### config.mk
export PLATFORM = sky130hd
export DESIGN_NAME = seg7_scan_flat
export DESIGN_NICKNAME = d
export VERILOG_FILES = /design/src/rtl/seg7_if.sv /design/src/rtl/seg7_scan.sv /design/src/flat_wrapper.sv
export SDC_FILE = /design/constraint.sdc
export NUM_CORES = 1
export LEC_CHECK = 0
export CORE_MARGIN = 1
export CORE_UTILIZATION = 54
export CTS_CLUSTER_SIZE = 8
export DETAILED_ROUTE_END_ITERATION = 10
export GPL_ROUTABILITY_DRIVEN = 1
export PLACE_DENSITY = 0.89
export SKIP_CTS_REPAIR_TIMING = 1
export SLEW_MARGIN = 20
export SYNTH_ARGS = -nofsm -noshare
export SYNTH_HDL_FRONTEND = slang
export SYNTH_SLANG_ARGS = --single-unit
### constraint.sdc
create_clock -name clk -period 2.71 [get_ports clk]
set_input_delay 0.4065 -clock clk [delete_from_list [all_inputs] [get_ports clk]]
set_output_delay 0.4065 -clock clk [all_outputs]
set_load 0.005 [all_outputs]
### src/rtl/seg7_if.sv
// -----------------------------------------------------------------------------
// seg7_if -- bundle between a value source and the 3-digit 7-segment scanner.
//
// Signals:
//   en   display enable (0 = all digits dark, scanning keeps running)
//   bcd  packed BCD value: [3:0] units, [7:4] tens, [11:8] hundreds
//   an   active-low digit enables: [0] units, [1] tens, [2] hundreds
//   seg  active-low segments {g,f,e,d,c,b,a}
//
// Modports:
//   master  value source / board side: drives en, bcd; observes an, seg
//   slave   the scanner: reads en, bcd; drives an, seg
// -----------------------------------------------------------------------------
interface seg7_if;
    logic        en;
    logic [11:0] bcd;
    logic [2:0]  an;
    logic [6:0]  seg;

    modport master (output en, output bcd, input an, input seg);
    modport slave  (input en, input bcd, output an, output seg);
endinterface

### src/rtl/seg7_scan.sv
// -----------------------------------------------------------------------------
// seg7_scan -- time-multiplexed driver for a 3-digit common-anode 7-segment
// display fed by a packed BCD value.
//
// A prescaler produces a one-cycle tick every TICK_DIV clocks. Each tick moves
// the scan FSM to the next digit (units -> tens -> hundreds -> units). The BCD
// input is captured into a shadow register only at the end of a frame, so one
// frame always shows one coherent value. an/seg are registered and lag the scan
// state by one clock.
//
// Parameters:
//   TICK_DIV  clk cycles per digit slot, 1..65535 (default 1000)
//
// Ports:
//   clk  clock, rising edge
//   rst  asynchronous, active-high reset
//   dsp  seg7_if.slave: en, bcd in; an, seg out
//
// Build option:
//   SEG7_LEAD_ZERO_BLANK_EN  when defined, leading zeros are blanked
//                            (hundreds if 0; tens if hundreds and tens are 0;
//                            units never blanked).
// -----------------------------------------------------------------------------
module seg7_scan #(
    parameter int TICK_DIV = 1000
) (
    input  logic   clk,
    input  logic   rst,
    seg7_if.slave  dsp
);

    typedef enum logic [1:0] {
        DIG0 = 2'd0,   // units
        DIG1 = 2'd1,   // tens
        DIG2 = 2'd2    // hundreds
    } state_t;

    localparam logic [15:0] TICK_LAST = 16'(TICK_DIV - 1);

    logic [15:0] presc_p0;
    logic        tick_p0;
    state_t      state_p0;
    state_t      state_nxt;
    logic [11:0] shadow_p0;

    logic [3:0]  nib;
    logic        blank;
    logic [2:0]  an_nxt;
    logic [6:0]  seg_nxt;
    logic [2:0]  an_p1;
    logic [6:0]  seg_p1;

    // BCD digit to active-low {g,f,e,d,c,b,a}; non-decimal nibbles show a dash.
    function automatic logic [6:0] seg_decode(input logic [3:0] d);
        logic [6:0] s;
        case (d)
            4'd0:    s = 7'b1000000;
            4'd1:    s = 7'b1111001;
            4'd2:    s = 7'b0100100;
            4'd3:    s = 7'b0110000;
            4'd4:    s = 7'b0011001;
            4'd5:    s = 7'b0010010;
            4'd6:    s = 7'b0000010;
            4'd7:    s = 7'b1111000;
            4'd8:    s = 7'b0000000;
            4'd9:    s = 7'b0010000;
            default: s = 7'b0111111;
        endcase
        return s;
    endfunction

    // ---- stage p0: prescaler, scan state, frame shadow ----
    assign tick_p0 = (presc_p0 == TICK_LAST);

    always_ff @(posedge clk or posedge rst) begin
        if (rst) begin
            presc_p0 <= 16'd0;
        end else if (tick_p0) begin
            presc_p0 <= 16'd0;
        end else begin
            presc_p0 <= presc_p0 + 16'd1;
        end
    end

    always_ff @(posedge clk or posedge rst) begin
        if (rst) begin
            state_p0 <= DIG0;
        end else begin
            state_p0 <= state_nxt;
        end
    end

    always_comb begin
        state_nxt = state_p0;
        if (tick_p0) begin
            case (state_p0)
                DIG0:    state_nxt = DIG1;
                DIG1:    state_nxt = DIG2;
                default: state_nxt = DIG0;
            endcase
        end
    end

    // Capture on the last tick of a frame so the next frame starts fresh.
    always_ff @(posedge clk or posedge rst) begin
        if (rst) begin
            shadow_p0 <= 12'h000;
        end else if (tick_p0 && (state_p0 == DIG2)) begin
            shadow_p0 <= dsp.bcd;
        end
    end

    // ---- stage p1: digit select, blanking, segment decode ----
    always_comb begin
        nib    = shadow_p0[3:0];
        blank  = 1'b1;
        an_nxt = 3'b111;
        case (state_p0)
            DIG0: begin
                nib    = shadow_p0[3:0];
                an_nxt = 3'b110;
                blank  = 1'b0;
            end
            DIG1: begin
                nib    = shadow_p0[7:4];
                an_nxt = 3'b101;
`ifdef SEG7_LEAD_ZERO_BLANK_EN
                blank  = (shadow_p0[11:8] == 4'd0) && (shadow_p0[7:4] == 4'd0);
`else
                blank  = 1'b0;
`endif
            end
            DIG2: begin
                nib    = shadow_p0[11:8];
                an_nxt = 3'b011;
`ifdef SEG7_LEAD_ZERO_BLANK_EN
                blank  = (shadow_p0[11:8] == 4'd0);
`else
                blank  = 1'b0;
`endif
            end
            default: begin
                blank  = 1'b1;
            end
        endcase

        seg_nxt = seg_decode(nib);
        if (!dsp.en || blank) begin
            an_nxt  = 3'b111;
            seg_nxt = 7'b1111111;
        end
    end

    always_ff @(posedge clk or posedge rst) begin
        if (rst) begin
            an_p1  <= 3'b111;
            seg_p1 <= 7'b1111111;
        end else begin
            an_p1  <= an_nxt;
            seg_p1 <= seg_nxt;
        end
    end

    assign dsp.an  = an_p1;
    assign dsp.seg = seg_p1;

endmodule

### src/flat_wrapper.sv
// flat-port wrapper written by rule: the top's interface ports become plain ports
module seg7_scan_flat 
#(
    parameter int TICK_DIV = 1000
)
  (clk, rst, dsp_en, dsp_bcd, dsp_an, dsp_seg);
  seg7_if dsp_i ();
  input  logic clk;
  input  logic rst;
  input wire logic [$bits(dsp_i.en)-1:0] dsp_en;
  input wire logic [$bits(dsp_i.bcd)-1:0] dsp_bcd;
  output wire logic [$bits(dsp_i.an)-1:0] dsp_an;
  output wire logic [$bits(dsp_i.seg)-1:0] dsp_seg;
  assign dsp_i.en = dsp_en;
  assign dsp_i.bcd = dsp_bcd;
  assign dsp_an = dsp_i.an;
  assign dsp_seg = dsp_i.seg;
  seg7_scan #(.TICK_DIV(TICK_DIV)) u_core (.clk(clk), .rst(rst), .dsp(dsp_i));
endmodule
---- Word-level counts from Yosys, hierarchy flattened ----
Memories as Yosys holds them, arrays and structs flattened.
Index checks and enable logic that the tools add are counted.
storage, ports and cells
  bits in read-only memories .............. 112
  input bits .............................. 15
  register bits ........................... 40
  memories kept ........................... 1
memory list
  name             depth  bits a word  read ports  clocked after memory_dff  wr ports  line             source
  (no name shown)  16     7            1           0                         0         seg7_scan.sv:56  case (d)
cells by class
  muxes and demuxes ....................... 7
  eq/ne operators ......................... 3
  add/sub/neg operators ................... 1
  reductions and logical operators ........ 5
operator list
  cell                                                               count
  16-bit by 1-bit adder with 16-bit output, second input constant    1
  16-bit by 10-bit == test with 1-bit output, second input constant  1
  16-bit 2-to-1 mux                                                  1
  3-bit one-hot mux with 3 select lines                              1
  4-bit one-hot mux with 2 select lines                              1
  7-bit 2-to-1 mux                                                   1
  2-bit one-hot mux with 2 select lines                              1
  3-bit 2-to-1 mux                                                   1
  3-bit OR reduction                                                 1
  2-bit by 1-bit == test with 1-bit output, second input constant    1
  2-bit == test, second input constant                               1
  2-bit logical NOT                                                  1
  1-bit logical AND                                                  1
  1-bit logical NOT                                                  1
  1-bit logical OR                                                   1
  1-bit 2-to-1 mux                                                   1

---- Depth between registers and ports, before layout ----
Gate-level depths: netlist (run 1).
  word-level depth ........................ 5
  depth in mapped cells ................... 9

---- Worst setup path before layout (run 1) ----
Ideal clock, no wire load.
  path type ............................... register to register
  from .................................... reg u_core.state_p0[0]
  to ...................................... reg u_core.seg_p1[2] (netlist: u_core.dsp.seg[2])
  arrival ................................. 1813 ps
  clock period less this slack ............ 1897 ps
  stages on the path, launching flop included .. 9
  setup slack ............................. 813 ps
  path buffers ............................ 1
  data required time ...................... 2627 ps
  cell sequence ........................... dfrtp_1 > inv_1 > ha_1 > buf_2 > nor2_1 > a21oi_1 > inv_1 > ha_1 > a221o_1
between the ends
  word-level cells in the longest chain between the ends .. 5
  elaborated cells on any way between the ends .. 9
  classes of those cells .................. 2 x eq/ne; 3 x mux; 3 x reduce/logical; 1 x memory
ends and longest elaborated chain
  item                                                                       line              source
  from (decl)                                                                seg7_scan.sv:42   state_t state_p0;
  from (signal assigned)                                                     seg7_scan.sv:89   state_p0 <= state_nxt;
  parallel branches: the longest is 4 deep, another holds memory 16 x 7 bit  n/a
  7-bit 2-to-1 mux *                                                         seg7_scan.sv:148  if (!dsp.en || blank) begin
  named net u_core.seg_nxt[2]                                                seg7_scan.sv:49   logic [6:0] seg_nxt;
  to (signal assigned)                                                       seg7_scan.sv:160  seg_p1 <= seg_nxt;
  to (decl)                                                                  seg7_scan.sv:51   logic [6:0] seg_p1;
Mark *: on every way through the listed nets, which the timed path passes.
A chain may end at the register's enable or synchronous reset.

---- Worst setup path after layout (run 1) ----
  from .................................... reg u_core.state_p0[0]
  to ...................................... reg u_core.seg_p1[3] (netlist: u_core.dsp.seg[3])
Same word-level chain as after synthesis.

==> results of run 1 <==
critical path, cell delays in order, from the launching register on:
cell     delay (ns)
dfrtp_1        0.42
inv_1          0.11
ha_1           0.45
nor2_1         0.08
a21oi_1        0.40
inv_1          0.13
ha_1           0.31
a21o_1         0.16
nand3_1        0.09
sequential cells by signal, summed over array words and instances (netlist names):
name,count
u_core.dsp.seg,7
u_core.state_p0,2
u_core.shadow_p0,12
u_core.dsp.an,3
u_core.presc_p0,16
placed cells by master (no fill, tap or decap), drive strengths merged, types with 3 or more instances in the layout:
| cell | count |
|---|---|
| clkbuf | 7 |
| xnor2 | 4 |
| nand3 | 11 |
| o21ai | 7 |
| nor3 | 7 |
| mux2 | 12 |
| nand4 | 3 |
| clkdlybuf4s50 | 24 |
| dfstp | 10 |
| and3 | 4 |
| a21oi | 6 |
| a22oi | 4 |
| ha | 10 |
| dfrtp | 30 |
| nand2 | 12 |
| inv | 6 |
| a21o | 4 |
| xor2 | 8 |
| nor2 | 12 |
cell families after synthesis:
kind of cell             after synthesis  synth area share
buffers and inverters                  9            0.0221
AND/OR/NAND/NOR                       59             0.161
AO/OA/AOI/OAI                         25            0.0813
multiplexers                          12            0.0897
flip-flops                            40             0.527
XOR/XNOR                              12            0.0546
adder cells (fa/ha/maj)               10            0.0650
where the power goes:
group	internal (W)	leakage, nW	switching [W]
combinational	0.0000532	0.533	0.0000398
sequential	0.000620	0.482	0.00000779
clock	0.000101	0.0293	0.000176
total	0.000774	1.04	0.000224
per-layer routing:
metal  vias to the layer above  part of all wire
met5                         -                 0
met4                         0            0.0079
met3                         2             0.039
met2                        30              0.50
met1                       646              0.46
li1                        648                 -
final timing paths:
| check | endpoint | slack, ns | cells past startpoint |
|---|---|---|---|
| min in group asynchronous | u_core.state_p0[1] | 0.48 | 3 |
| worst max-delay path | u_core.dsp.seg[3] | 0.50 | 8 |
| max in group asynchronous | u_core.dsp.an[1] | 1.88 | 3 |
| worst min-delay path | u_core.presc_p0[0] | 0.46 | 1 |
| worst min register to register | u_core.presc_p0[0] | 0.46 | 1 |
| worst max register to register | u_core.dsp.seg[3] | 0.50 | 8 |
final cells by class:
| class | count | area share |
|---|---|---|
| clock inverters | 1 | 0.00221 |
| repair buffers | 26 | 0.113 |
| inverters | 6 | 0.00993 |
| clock buffers | 7 | 0.0199 |
| well taps | 46 | 0.0254 |
| flip-flops and latches | 40 | 0.447 |
| multi-input cells | 118 | 0.383 |
per-stage QoR:
| stage | std cells | utilization |
|---|---|---|
| global placement | 236 | 0.659 |
| detailed placement | 236 | 0.659 |
| floorplan | 167 | - |
| finish | 244 | 0.674 |
| CTS | 244 | 0.674 |
| global route | 244 | 0.674 |
cells in the mapped netlist (all sizes together):
| library cell | number | area, um^2 |
|---|---|---|
| a211oi | 2 | 15.0 |
| a21o | 4 | 30.0 |
| a21oi | 6 | 30.0 |
| a221o | 1 | 10.0 |
| a22oi | 4 | 30.0 |
| a31oi | 1 | 6.26 |
| and2 | 1 | 6.26 |
| and3 | 4 | 25.0 |
| and4b | 1 | 10.0 |
| and4bb | 1 | 12.5 |
| buf | 2 | 16.3 |
| clkbuf | 1 | 3.75 |
| dfrtp | 30 | 751 |
| dfstp | 10 | 263 |
| ha | 10 | 125 |
| inv | 6 | 22.5 |
| mux2 | 12 | 173 |
| nand2 | 12 | 47.6 |
| nand2b | 1 | 6.26 |
| nand3 | 11 | 55.1 |
| nand3b | 1 | 7.51 |
| nand4 | 3 | 25.0 |
| nor2 | 12 | 45.0 |
| nor2b | 2 | 12.5 |
| nor3 | 7 | 35.0 |
| nor4b | 1 | 8.76 |
| o21ai | 7 | 35.0 |
| or3 | 2 | 12.5 |
| xnor2 | 4 | 35.0 |
| xor2 | 8 | 70.1 |
==> metrics.txt, run 1 <==
Initial Util 0.572; CP Capture Type register; largest net degree at the start of global routing 41; total die area about 3800 um^2; hold path startpoint u_core.presc_p0[0]; CP Class register to register; Fillers 258; H-Tree Depth 2; FF-to-FF Start u_core.state_p0[0]; Multi-input gate area 868 um^2; GR Layer Usage met1 0.251; Ys Warns 0; Mapped Cells between 150 and 200; Place WS between 0.5 and 0.6 ns; worst-margin pin slew between 0.5 and 0.6 ns; flops & latches, synth 40; Layout area overhead 17.8%; fmax ~450 MHz; RD Place Congestion 0.757; Final Power around 0.001 W; initial antenna violation count 0; worst rel slew slack 0.639; Clock transition at path regs approximately 0.10 ns; Clock Sinks 40; final setup fails 0; std cell rows 21; placed inst area approximately 2200 um^2; status finished clean; DR pass1 iterations 4; final instance area ~2300 um^2; crit path from u_core.state_p0[0]; number of diodes 0; Min Hold Slack ~0.46 ns; busiest grt layer met2; Antenna Violating Nets Remaining 0; CTS max path bufs 2; PnR worst setup slack 0.501 ns; Clock Latency Late Sink between 0.3 and 0.4 ns; Die Ht a little over 60 um; Total Wirelength around 3400 um; leakage power total roughly 1.0 nW; Starting DRT DRC Count 59; Power Density 440 nW/um^2; DP HPWL 2580 um; Avg Inst Size Synth 11.5 um^2; Max-cap violations 0; post-synthesis sequential area ratio 0.527; final setup TNS 0 ns; number of buffers created by CTS 5; GR Util met2 0.333; critical path arrival 2.48 ns; nets 222; register area between 1000 and 1500 um^2; Core Region about 3400 um^2; post-synth cell types 34; worst-path fanout max 10; vias in the first global route 1316; met3 usage 0.0828; total grt overflow 0; Slew Limit Fails 0; global-route wire length before repair 5640 um; post-detailed-route wirelength per cell around 14 um; Peak VDD IR about 0.00028 V; Worst Clk Skew 0.00291 ns; Tcrit/Tclk final 0.815; layout cell share with drive strength beyond 1 0.167; net count after synthesis around 190; Root Driver clkbuf_4; vias per cell 5.43; Data required, critical path between 2 and 3 ns; DRC violations left 0; I/O Pins 25; area of the mapped netlist roughly 1900 um^2; Hold Violations, Final 0; I/O Buffers 24; Worst Hold Class register to register; GRT Util Overall 0.209; via count between 1000 and 1500; CP Launch Type register; Tmin final roughly 2.2 ns; RSZ-0062 raised after global routing false; Die W roughly 60 um; CTS tree built
No activity file was read; power rests on OpenSTA's default activity.
==> run 2, diff against run 1 <==
--- a/config.mk
+++ b/config.mk
@@ -6,11 +6,11 @@
 export NUM_CORES = 1
 export LEC_CHECK = 0
 export CORE_MARGIN = 1
-export CORE_UTILIZATION = 54
+export CORE_UTILIZATION = 49
 export CTS_CLUSTER_SIZE = 8
 export DETAILED_ROUTE_END_ITERATION = 10
 export GPL_ROUTABILITY_DRIVEN = 1
-export PLACE_DENSITY = 0.89
+export PLACE_DENSITY = 0.86
 export SKIP_CTS_REPAIR_TIMING = 1
 export SLEW_MARGIN = 20
 export SYNTH_ARGS = -nofsm -noshare
==> constraint.sdc (replaced) <==
create_clock -name clk -period 1.88 [get_ports clk]
set_input_delay 0.282 -clock clk [delete_from_list [all_inputs] [get_ports clk]]
set_output_delay 0.282 -clock clk [all_outputs]
set_load 0.005 [all_outputs]
==> metrics.txt, run 2 (synthesis gave the netlist of run 1 again) <==
Worst Clk Skew 0.00848 ns; Layout area overhead 24.9%; Clock Sinks 40; leakage power total around 1.1 nW; vias in the first global route 1372; Most flops, register u_core.presc_p0; fmax 548 MHz; worst-margin pin slew around 0.47 ns; Initial Util 0.518; Combinational Power Share 0.089; Antenna Violating Nets Remaining 0; Net Switching between 0.0003 and 0.0004 W; Clk pwr share 0.343; initial antenna violation count 0; Routed met2 length 1720 um; Slew Limit Fails 0; critical path arrival about 2 ns; I/O Pins 25; Hold Violations, Final 0; uppermost routed layer met4; Core Region between 3000 and 4000 um^2; Root Driver clkbuf_8; Max-cap violations 0; reg2reg end u_core.dsp.seg[2]; r2r setup slk between 0.05 and 0.06 ns; final non-filler cell total 253; Clock Latency Late Sink 0.29 ns; status finished clean; Worst Hold Class primary input to async pin; CP Capture Type register; Peak VDD IR approximately 0.00048 V; CP Class register to register; Metal-1 WL 1660 um; post-detailed-route wirelength per cell roughly 14 um; CTS max path bufs 2; Slowest cell on crit path dfrtp_1; register area between 1000 and 1500 um^2; final setup TNS 0 ns; DR pass1 iterations 4; layout cell share with drive strength beyond 1 0.234; max FFs per register 16; RD Place Congestion 0.790; Power Density approximately 660 nW/um^2; number of diodes 0; number of buffers created by CTS 5; Fillers 295; H-Tree Depth 2; highest-count cells in the layout ignoring fill and taps 29 x dfrtp_1, 24 x clkdlybuf4s50_1, 12 x nor2_1; CP Launch Type register; Sw Ratio 0.224; final setup fails 0; I/O Buffers 24; crit path cell chain inv_2 -> ha_4 -> a22oi_1 -> a21o_1 -> inv_1 -> ha_1 -> a221o_1; Tmin final roughly 1.8 ns; Total Wirelength approximately 3600 um; Min Hold Slack between 0.4 and 0.5 ns; share of power burned in registers 0.568; Die Ht around 65 um; nets approximately 230; total die area 4180 um^2; FF-to-FF Start u_core.state_p0[1]; Int Pwr around 0.0012 W; DRC violations left 0; std cell rows 22; GRT Util Overall 0.196; CP peak stage delay roughly 0.42 ns; vias per cell 5.33; CTS tree built; final core utilization 0.647; global-route wire length before repair just over 6000 um; worst rel slew slack 0.686; via count roughly 1300; Clock transition at path regs around 0.08 ns; met3 wire length 102 um; largest net degree at the start of global routing just over 40; Multi-input gate area 905 um^2; Data required, critical path ~2.1 ns; Die W roughly 65 um; worst-path fanout max 5; Reg2Reg Depth 7; Starting DRT DRC Count 46; Tcrit/Tclk final 0.971; leading cell type in the layout, fill and taps excluded dfrtp_1; placed insts between 200 and 250; total grt overflow 0; DP HPWL roughly 2400 um
==> run 2: changes by cell type in the layout (fill, tap and decap cells not counted), moves of 2 or more <==
cell / change
clkbuf_4: -5
buf_4: +6
ha_4: +2
clkbuf_8: +5
ha_1: -3
inv_2: +2
inv_1: -2
==> run 2: worst max-delay path by stage <==
| stage | from | to | slack, ns | depth (start not counted) |
|---|---|---|---|---|
| after global routing | u_core.state_p0[0] | u_core.dsp.seg[2] | -0.01 | 7 |
| after global placement | u_core.state_p0[0] | u_core.dsp.seg[2] | 0.04 | 7 |
| final | u_core.state_p0[1] | u_core.dsp.seg[2] | 0.05 | 7 |
| after CTS | u_core.state_p0[0] | u_core.dsp.seg[5] | -0.08 | 8 |
| after detailed placement | u_core.state_p0[0] | u_core.dsp.seg[2] | -0.01 | 7 |
| after floorplan | u_core.state_p0[0] | u_core.dsp.seg[2] | 0.06 | 8 |
==> run 2: layout make-up <==
type                            instances  share of cell area
Clock buffer                            7              0.0318
Clock inverter                          1             0.00208
Inverter                                6             0.00937
Multi-Input combinational cell        118               0.376
Sequential cell                        40               0.422
Tap cell                               48              0.0250
Timing Repair Buffer                   33               0.133
==> run 2: layer usage <==
metal,up-vias,global-route usage
met1,656,0.254
met2,29,0.309
li1,656,-
met5,-,0
met3,8,0.0387
met4,0,0.108
==> run 2: metrics by stage <==
stage / power (W) / worst slack (ns) / cell area (um^2)
detailed placement: 0.00106 / -0.0113 / 2280
global placement: 0.00106 / 0.0425 / 2280
finish: 0.00159 / 0.0543 / 2400
global route: 0.00166 / -0.0111 / 2400
CTS: 0.00161 / -0.0802 / 2360
floorplan: 0.000984 / 0.0640 / 1930
==> run 2: power groups by stage <==
stage,combinational (W),sequential [W],clock [W]
floorplan,0.0000654,0.000919,0
global placement,0.000137,0.000919,0
detailed placement,0.000141,0.000920,0
CTS,0.000143,0.000904,0.000564
global route,0.000156,0.000907,0.000602
finish,0.000142,0.000904,0.000546
==> run 2: critical path: cells and delay by family (launching register included) <==
kind	cells	cell delay, ns
flip-flops	1	0.42
buffers and inverters	2	0.21
AO/OA/AOI/OAI	3	0.71
adder cells (fa/ha/maj)	2	0.41
